==> src/rtl/vend_pkg.sv <==
// Shared definitions for the parametrised vending controller:
// state encoding and default parameter values.
package vend_pkg;

  typedef enum logic {
    COLLECT = 1'b0,
    REFUND  = 1'b1
  } state_e;

  localparam int DEF_CREDIT_W   = 4;
  localparam int DEF_COIN_W     = 2;
  localparam int DEF_PRICE      = 4;
  localparam int DEF_MAX_CREDIT = 15;
  localparam int DEF_CHG_BIG    = 2;

endpackage

==> src/rtl/vend_chg_sel.sv <==
// Change denomination chooser: picks the large coin while it fits,
// otherwise the unit coin, and reports the matching decrement.
module vend_chg_sel #(
  parameter int CREDIT_W = 4,
  parameter int CHG_BIG  = 2
) (
  input  logic [CREDIT_W-1:0] credit,
  output logic                big,
  output logic [CREDIT_W-1:0] dec
);

  localparam logic [CREDIT_W-1:0] BIG_V = CREDIT_W'(CHG_BIG);
  localparam logic [CREDIT_W-1:0] ONE_V = CREDIT_W'(1);

  assign big = (credit >= BIG_V);
  assign dec = big ? BIG_V : ONE_V;

endmodule

==> src/rtl/vend_param.sv <==
// Parametrised vending controller: saturating credit, dispense pulse,
// and a ready/valid change port paying out overpayment or refunds.
module vend_param
  import vend_pkg::*;
#(
  parameter int CREDIT_W   = DEF_CREDIT_W,
  parameter int COIN_W     = DEF_COIN_W,
  parameter int PRICE      = DEF_PRICE,
  parameter int MAX_CREDIT = DEF_MAX_CREDIT,
  parameter int CHG_BIG    = DEF_CHG_BIG
) (
  input  logic                clk,
  input  logic                reset_n,
  input  logic                coin_vld,
  input  logic [COIN_W-1:0]   coin_val,
  input  logic                cancel,
  output logic                t,
  output logic                coin_rej,
  output logic                chg_vld,
  output logic                chg_big,
  input  logic                chg_rdy,
  output logic [CREDIT_W-1:0] credit,
  output logic                busy
);

  localparam int SW = CREDIT_W + 1;
  localparam logic [SW-1:0] PRICE_S = SW'(PRICE);
  localparam logic [SW-1:0] MAX_S   = SW'(MAX_CREDIT);

  if (PRICE < 1 || PRICE > MAX_CREDIT ||
      MAX_CREDIT >= 2**CREDIT_W ||
      CHG_BIG < 1 || CHG_BIG >= 2**CREDIT_W) begin : g_bad_params
    $error("vend_param: invalid parameter set");
  end

  state_e              state_q, state_d;
  logic [CREDIT_W-1:0] credit_q, credit_d;
  logic                t_q, t_d;
  logic                rej_q, rej_d;
  logic [SW-1:0]       sum;
  logic                coin;
  logic                sel_big;
  logic [CREDIT_W-1:0] dec;

  vend_chg_sel #(
    .CREDIT_W (CREDIT_W),
    .CHG_BIG  (CHG_BIG)
  ) u_chg_sel (
    .credit (credit_q),
    .big    (sel_big),
    .dec    (dec)
  );

  always_comb begin
    state_d  = state_q;
    credit_d = credit_q;
    t_d      = 1'b0;
    rej_d    = 1'b0;
    coin     = coin_vld && (coin_val != '0);
    sum      = {1'b0, credit_q} + SW'(coin_val);
    unique case (state_q)
      COLLECT: begin
        if (coin && sum > MAX_S) begin
          rej_d = 1'b1;
          if (cancel && credit_q != '0) state_d = REFUND;
        end else if (coin && sum >= PRICE_S) begin
          // purchase wins over cancel; any remainder is paid back
          t_d      = 1'b1;
          credit_d = CREDIT_W'(sum - PRICE_S);
          if (sum != PRICE_S) state_d = REFUND;
        end else if (coin) begin
          credit_d = CREDIT_W'(sum);
          if (cancel) state_d = REFUND;
        end else if (cancel && credit_q != '0) begin
          state_d = REFUND;
        end
      end
      REFUND: begin
        rej_d = coin_vld;
        if (chg_rdy) begin
          credit_d = credit_q - dec;
          if (credit_q == dec) state_d = COLLECT;
        end
      end
    endcase
  end

  always_ff @(posedge clk or negedge reset_n) begin
    if (!reset_n) begin
      state_q  <= COLLECT;
      credit_q <= '0;
      t_q      <= 1'b0;
      rej_q    <= 1'b0;
    end else begin
      state_q  <= state_d;
      credit_q <= credit_d;
      t_q      <= t_d;
      rej_q    <= rej_d;
    end
  end

  assign t        = t_q;
  assign coin_rej = rej_q;
  assign busy     = (state_q == REFUND);
  assign chg_vld  = busy;
  assign chg_big  = busy & sel_big;
  assign credit   = credit_q;

endmodule

==> config.mk <==
export PLATFORM = sky130hd
export DESIGN_NAME = vend_param
export DESIGN_NICKNAME = d
export VERILOG_FILES = /design/src/rtl/vend_pkg.sv /design/src/rtl/vend_chg_sel.sv /design/src/rtl/vend_param.sv
export SDC_FILE = /design/constraint.sdc
export NUM_CORES = 1
export LEC_CHECK = 0
export BUFFER_PORTS_ARGS = -buffer_cell sky130_fd_sc_hd__buf_2
export CORE_UTILIZATION = 46
export CTS_CLUSTER_DIAMETER = 100
export DETAILED_ROUTE_END_ITERATION = 10
export PLACE_DENSITY = 0.76
export SLEW_MARGIN = 20
export SYNTH_ARGS = -nofsm -noshare
export SYNTH_HDL_FRONTEND = slang
export SYNTH_SLANG_ARGS = --single-unit
==> constraint.sdc <==
create_clock -name clk -period 2.66 [get_ports clk]
set_clock_uncertainty 0.05 [all_clocks]
set_input_delay 0.266 -clock clk [delete_from_list [all_inputs] [get_ports clk]]
set_output_delay 0.266 -clock clk [all_outputs]
set_load 0.05 [all_outputs]
==> reports/results.tsv, run 1 <==
metric	value	unit
status	completed	
clk slew on worst S/H paths	50	ps
maxcap violations	0	
sequential element share of the synthesized area	25.8	%
H-Tree Depth	1	
initial core utilization	50.9	%
share of the synthesized area in the top cell type	25.8	%
yosys warns	0	
setup bufs post-CTS	0	
Yosys top cell by area	dfrtp_1	
Final HPWL DP	1.29	mm
Post-Route WL	1.59	mm
n_diodes	0	
fin crit period	2520	ps
Critical Path RT	2720	ps
Sinks on Clock Net	7	
core area	1330	um2
total congestion overflow	0	
Die Ht	40.4	um
flops & latches, synth	7	
Root Driver	clkbuf_4	
worst min path class	primary input to flip-flop	
Fillers	113	
Syn Nets	90	
largest net degree at the start of global routing	17	
number of remaining DRC errors	0	
row count	13	
share of layout cells above drive strength 1	38.4	%
Die Width	40.4	um
first-pass GRT wire length	2.28	mm
syn avg cell area	8.94	um2
num ports	16	
critical-path maximum fanout	3	
post-synthesis async set-or-reset flop share	100	%
total CTS buffers	3	
Post-Syn Area	679	um2
Critical Setup Path Class	flip-flop to flip-flop	
Slew Viols, Final	0	
Post-synth EDFFs	0	
nets@finish	114	
sequential cell area	178	um2
vias in the first global route	513	
Tot GR Track Use	22.1	%
placer congestion estimate	0.831	
Worst-Skew Late Latency	250	ps
TritonCTS clock tree	built	
DRT antenna net count	0	
vias per cell	5.59	
ys flop type	dfrtp_1	
Final setup violation count	0	
synthesis-to-layout area growth	26.3	%
CP Data Arrival Time	2580	ps
fmax	397	MHz
initial antenna violation count	0	
post-synthesis cell type count	34	
Routed WL per cell	13.9	um
Via Count	637	
drt first-iter violations	14	
PortBufs	15	
die footprint	1630	um2
Post-synth top cells	dfrtp_1, nand2_1, ha_1	
synthesized netlist cell count	76	
fin crit share	94.7	%
relative slew slack	69.8	%
RSZ-0062 raised after global routing	no	
type of origin of the critical path	flip-flop	
drt first pass iters	4	
actual slew at the worst max-slew pin	453	ps
Area contributors post-synth	dfrtp_1, ha_1, fa_1	
clock tree buffer depth	2	
Total Negative Setup Slacks	0	ps
CP Capture Type	flip-flop	
endpoints failing hold	0	
multi-input logic area	490	um2
-- layer usage --
metal / up-vias / global-route usage [%] / part of all wire, %
li1: 327 / - / -
met5: - / 0 / 0
met4: 0 / 5.00 / 0.95
met1: 286 / 25.6 / 45
met2: 22 / 38.1 / 48
met3: 2 / 8.33 / 6.2
-- worst paths after layout --
kind	startpoint	endpoint	slack [ps]	depth (start not counted)
worst max-delay path	credit[1]$_DFFE_PN0P_	busy$_DFF_PN0_	140	11
worst min-delay path	coin_vld	coin_rej$_DFF_PN0_	240	3
worst max register to register	credit[1]$_DFFE_PN0P_	busy$_DFF_PN0_	140	11
worst min register to register	credit[0]$_DFFE_PN0P_	credit[0]$_DFFE_PN0P_	580	2
max in group asynchronous	reset_n	credit[0]$_DFFE_PN0P_	2080	2
min in group asynchronous	reset_n	busy$_DFF_PN0_	320	2
-- timing repair --
item                                    CTS  global route
resized for setup                         0             1
hold buffers                              1             0
endpoints found under the setup margin    0             3
hold endpoints to repair                  7             0
-- per-stage QoR --
| stage | hold slack (ps) | area [um2] | instances | utilization, % | setup WS, ps |
|---|---|---|---|---|---|
| 2_1_floorplan | -79.6 | 699 | 76 | - | 12.7 |
| 6_report | 244 | 858 | 114 | 64.4 | 142 |
| 3_3_place_gp | 53.7 | 816 | 109 | 61.2 | 140 |
| 3_5_place_dp | 54.5 | 816 | 109 | 61.2 | 75.2 |
| 5_1_grt | 269 | 858 | 114 | 64.4 | 10.4 |
| 4_1_cts | 241 | 852 | 114 | 63.9 | 68.8 |
-- layout make-up --
| type | count | area share [%] |
|---|---|---|
| multi-input combinational | 62 | 57.1 |
| sequential | 7 | 20.7 |
| timing repair buffer | 22 | 15.2 |
| clock buffer | 4 | 3.06 |
| tap | 15 | 2.19 |
| inverter | 4 | 1.75 |
-- worst max-delay path: stages (launching register included) --
cell and delay [ps]:
dfrtp_2 430, ha_1 290, a21oi_2 170, nand2b_1 170, xnor2_1 90, ha_1 190
nand3b_1 160, a21oi_2 130, a31oi_2 60, or3_1 360, a31oi_1 190, o31ai_1 90
-- layout by cell type, fill, tap and decap left out, types with 2 or more instances in the layout --
cell and n:
dfrtp_2 2, dfrtp_1 5, mux2_1 2, buf_4 6
o21ai_1 3, o21a_1 2, ha_1 4, a21oi_2 2
buf_2 15, nand2_1 6, o21ai_0 4, nand4_1 3
clkbuf_4 3, nand2b_1 2, o41ai_1 2, nor2_1 3
nor2b_1 3, mux2i_1 2, o31ai_1 2, inv_1 3
a21oi_1 4, nand2_2 3
-- flip-flops by register name (all words and copies together) (netlist names) --
register,cells
coin_rej,1
t,1
busy,1
credit,4
-- cell families after synthesis --
group	after synthesis	share of synthesized area, %
adder cells (fa/ha/maj)	7	15.1
XOR/XNOR	2	2.58
AO/OA/AOI/OAI	25	25.2
buffers and inverters	7	5.52
multiplexers	4	6.26
flip-flops	7	25.8
AND/OR/NAND/NOR	24	19.5
Power of run 1 is left out: the tool's default activity adds up to more than one toggle a clock period on the data nets, which glitch-free logic cannot reach.
==> run 2: changes to the inputs <==
--- a/config.mk
+++ b/config.mk
@@ -10,6 +10,7 @@
 export CTS_CLUSTER_DIAMETER = 100
 export DETAILED_ROUTE_END_ITERATION = 10
 export PLACE_DENSITY = 0.76
+export RECOVER_POWER = 100
 export SLEW_MARGIN = 20
 export SYNTH_ARGS = -nofsm -noshare
 export SYNTH_HDL_FRONTEND = slang
==> reports/results.tsv, run 2 (synthesis gave the netlist of run 1 again) <==
metric	value	unit	change
total congestion overflow	0		unchanged
CP Capture Type	flip-flop		
Final HPWL DP	1.29	mm	unchanged
TritonCTS clock tree	built		
fin crit period	2520	ps	-1.88 ps
multi-input logic area	484	um2	-1.3%
n_diodes	0		unchanged
vias in the first global route	513		unchanged
fmax	397	MHz	about the same
number of remaining DRC errors	0		unchanged
largest net degree at the start of global routing	17		unchanged
final instance area	840	um2	-2.2%
status	completed		
Fillers	125		+11%
Total Negative Setup Slacks	0	ps	unchanged
relative slew slack	57.5	%	-12 points
max FFs per register	4		unchanged
critical-path maximum fanout	3		unchanged
PortBufs	15		unchanged
Critical Path RT	2730	ps	about the same
die footprint	1630	um2	unchanged
initial antenna violation count	0		unchanged
DRT antenna net count	0		unchanged
nets@finish	114		unchanged
actual slew at the worst max-slew pin	640	ps	+186 ps
Die Ht	40.4	um	unchanged
Routed WL per cell	13.9	um	-0.25%
vias per cell	5.65		+1.1%
commonest non-fill, non-tap cell in the layout	clkbuf_1		
drt first-iter violations	10		-4
CP Data Arrival Time	2580	ps	about the same
Final setup violation count	0		unchanged
type of origin of the critical path	flip-flop		
endpoints failing hold	0		unchanged
Slew Viols, Final	0		unchanged
initial core utilization	50.9	%	unchanged
num ports	16		unchanged
RSZ-0062 raised after global routing	no		
Worst-Skew Late Latency	250	ps	about the same
Root Driver	clkbuf_4		
placer congestion estimate	0.831		unchanged
share of layout cells above drive strength 1	27.3	%	-11 points
core area	1330	um2	unchanged
first-pass GRT wire length	2.28	mm	unchanged
Post-Route WL	1.58	mm	-0.25%
Sinks on Clock Net	7		unchanged
Via Count	644		+1.1%
Die Width	40.4	um	unchanged
maxcap violations	0		unchanged
drt first pass iters	4		unchanged
fin crit share	94.6	%	about the same
H-Tree Depth	1		unchanged
Tot GR Track Use	22.1	%	unchanged
worst min path class	primary input to flip-flop		
sequential cell area	178	um2	unchanged
clock tree buffer depth	2		unchanged
row count	13		unchanged
synthesis-to-layout area growth	23.6	%	
fin util	62.9	%	-1.4 points
commonest cells after routing, fill and taps aside	clkbuf_1, nand2_1, buf_4		
Post-DP Area	816	um2	unchanged
clk slew on worst S/H paths	50	ps	about the same
Critical Setup Path Class	flip-flop to flip-flop		
total CTS buffers	3		unchanged
-- run 2: final timing paths --
check,start,to,slack (ps),depth (start not counted)
max,credit[1]$_DFFE_PN0P_,busy$_DFF_PN0_,140,11
min,coin_vld,coin_rej$_DFF_PN0_,240,3
max reg2reg,credit[1]$_DFFE_PN0P_,busy$_DFF_PN0_,140,11
min reg2reg,credit[0]$_DFFE_PN0P_,credit[0]$_DFFE_PN0P_,590,2
max in group asynchronous,reset_n,credit[0]$_DFFE_PN0P_,1900,2
min in group asynchronous,reset_n,busy$_DFF_PN0_,380,2
-- run 2: timing repair --
action / CTS / global route
gates resized for setup: 0 / 1
setup buffers: 0 / 0
hold buffers: 1 / 0
endpoints found under the setup margin: 0 / 3
hold endpoints to repair: 7 / 0
-- run 2: stage by stage --
stage	setup slack, ps	std cells	hold slack, ps
floorplan	12.7	76	-79.6
CTS	68.8	114	241
global placement	140	109	53.7
detailed placement	75.2	109	54.5
global route	17.3	114	274
finish	144	114	240
-- run 2: final cells by class --
type                            instances  share of cell area, %
Tap cell                               15                   2.24
Sequential cell                         7                   21.2
Clock buffer                            4                   3.13
Inverter                                4                   1.79
Multi-Input combinational cell         62                   57.7
Timing Repair Buffer                   22                   14.0
-- run 2: layer usage --
metal	up-vias	track usage [%]	part of all wire, %
li1	328	-	-
met1	291	25.6	45
met2	23	38.1	48
met3	2	8.33	5.9
met4	0	5.00	0.88
met5	-	0	0
-- run 2: critical path: stages, from the launching register on --
cell      delay [ps]
dfrtp_2          430
ha_1             290
a21oi_2          170
nand2b_1         170
xnor2_1           90
ha_1             190
nand3b_1         160
a21oi_2          110
a31oi_1           70
or3_1            360
a31oi_1          190
o31ai_1           90
Power of run 2 is left out for the same reason.
==> run 3: changes to the inputs <==
--- a/config.mk
+++ b/config.mk
@@ -7,6 +7,7 @@
 export LEC_CHECK = 0
 export BUFFER_PORTS_ARGS = -buffer_cell sky130_fd_sc_hd__buf_2
 export CORE_UTILIZATION = 46
+export CTS_BUF_LIST = sky130_fd_sc_hd__clkbuf_16
 export CTS_CLUSTER_DIAMETER = 100
 export DETAILED_ROUTE_END_ITERATION = 10
 export PLACE_DENSITY = 0.76
@@ -15,3 +16,4 @@
 export SYNTH_ARGS = -nofsm -noshare
 export SYNTH_HDL_FRONTEND = slang
 export SYNTH_SLANG_ARGS = --single-unit
+export TNS_END_PERCENT = 20
==> reports/results.tsv, run 3 (synthesis gave the netlist of run 1 again) <==
metric	value	unit	change
initial antenna violation count	0		unchanged
commonest cells after routing, fill and taps aside	buf_2, buf_4, nand2_1, clkbuf_1		
PortBufs	15		unchanged
Slew Viols, Final	0		unchanged
clock tree buffer depth	2		unchanged
fin crit share	96.6	%	+2.0 points
core area	1330	um2	unchanged
critical-path maximum fanout	4		+1
Final setup violation count	0		unchanged
Via Count	680		+5.6%
sequential cell area	178	um2	unchanged
actual slew at the worst max-slew pin	593	ps	-47.1 ps
TritonCTS clock tree	built		
Critical Path RT	2720	ps	about the same
total CTS buffers	3		unchanged
Die Ht	40.4	um	unchanged
Worst R2R Setup Slack	90	ps	-50 ps
endpoints failing hold	0		unchanged
fmax	389	MHz	-2.1%
Total Negative Setup Slacks	0	ps	unchanged
Fillers	115		-8.0%
placer congestion estimate	0.831		unchanged
Sinks on Clock Net	7		unchanged
drt first-iter violations	17		+7
n_diodes	0		unchanged
multi-input logic area	484	um2	unchanged
Post-Route WL	1.74	mm	+10%
share of layout cells above drive strength 1	32.0	%	+4.7 points
Final HPWL DP	1.29	mm	unchanged
CP Data Arrival Time	2630	ps	+50 ps
relative slew slack	60.7	%	+3.1 points
vias per cell	5.91		+4.7%
Die Width	40.4	um	unchanged
initial core utilization	50.9	%	unchanged
worst min path class	primary input to flip-flop		
die footprint	1630	um2	unchanged
H-Tree Depth	1		unchanged
Worst-Skew Late Latency	230	ps	-20 ps
maxcap violations	0		unchanged
Routed WL per cell	15.2	um	+9.2%
max FFs per register	4		unchanged
status	completed		
synthesis-to-layout area growth	33.1	%	
number of remaining DRC errors	0		unchanged
num ports	16		unchanged
Critical Setup Path Class	flip-flop to flip-flop		
CP Capture Type	flip-flop		
vias in the first global route	538		+4.9%
DRT antenna net count	0		unchanged
largest net degree at the start of global routing	17		unchanged
RSZ-0062 raised after global routing	no		
first-pass GRT wire length	2.42	mm	+6.0%
fin crit period	2570	ps	+54.2 ps
drt first pass iters	4		unchanged
commonest non-fill, non-tap cell in the layout	buf_2		
clk slew on worst S/H paths	40	ps	about the same
Tot GR Track Use	23.9	%	+1.8 points
nets@finish	115		+0.88%
Root Driver	clkbuf_16		
row count	13		unchanged
type of origin of the critical path	flip-flop		
total congestion overflow	0		unchanged
-- run 3: per-stage QoR --
step,cells,area (um2),setup WS (ps),hold WS (ps),util (%)
floorplan,76,699,12.7,-79.6,-
global placement,109,816,140,53.7,61.2
detailed placement,109,816,75.2,54.5,61.2
CTS,114,905,70.7,267,67.8
global route,115,905,7.14,302,67.8
finish,115,905,89.8,302,67.8
-- run 3: area by class of cell --
| type | count | area share, % |
|---|---|---|
| Clock buffer | 3 | 8.30 |
| Clock inverter | 1 | 0.415 |
| Inverter | 4 | 1.66 |
| Multi-Input combinational cell | 62 | 53.5 |
| Sequential cell | 7 | 19.6 |
| Tap cell | 15 | 2.07 |
| Timing Repair Buffer | 23 | 14.4 |
-- run 3: path summary, 6_finish.rpt --
kind	from	to	cells after the start
min in group asynchronous	reset_n	busy$_DFF_PN0_	2
setup / recovery	credit[0]$_DFFE_PN0P_	credit[1]$_DFFE_PN0P_	11
setup reg to reg	credit[0]$_DFFE_PN0P_	credit[1]$_DFFE_PN0P_	11
hold / removal	coin_vld	coin_rej$_DFF_PN0_	3
hold reg to reg	credit[0]$_DFFE_PN0P_	credit[0]$_DFFE_PN0P_	2
max in group asynchronous	reset_n	credit[0]$_DFFE_PN0P_	2
-- run 3: per-layer routing --
layer / track usage [%] / vias to the layer above / share of wire [%]
met1: 25.6 / 309 / 42
met4: 7.50 / 0 / 1.1
met5: 0 / - / 0
met3: 10.0 / 4 / 7.5
li1: - / 330 / -
met2: 42.1 / 37 / 49
-- run 3: timing repair --
| action | 4_1_cts | 5_1_grt |
|---|---|---|
| buffers inserted | 0 | 1 |
| hold endpoints to repair | 7 | 0 |
| hold buffers | 1 | 0 |
| endpoints found under the setup margin | 0 | 4 |
| resized for setup | 0 | 1 |
-- run 3: critical path, cell delays in order (launching register included) --
cell and delay, ps:
dfrtp_2 430, ha_4 180, fa_2 420, nand2b_1 200
nand2_2 100, ha_1 160, nand3b_1 120, a21oi_2 40
a31oi_1 210, o21ai_2 100, nand2_2 120, mux2_1 330
Power of run 3 is left out for the same reason.
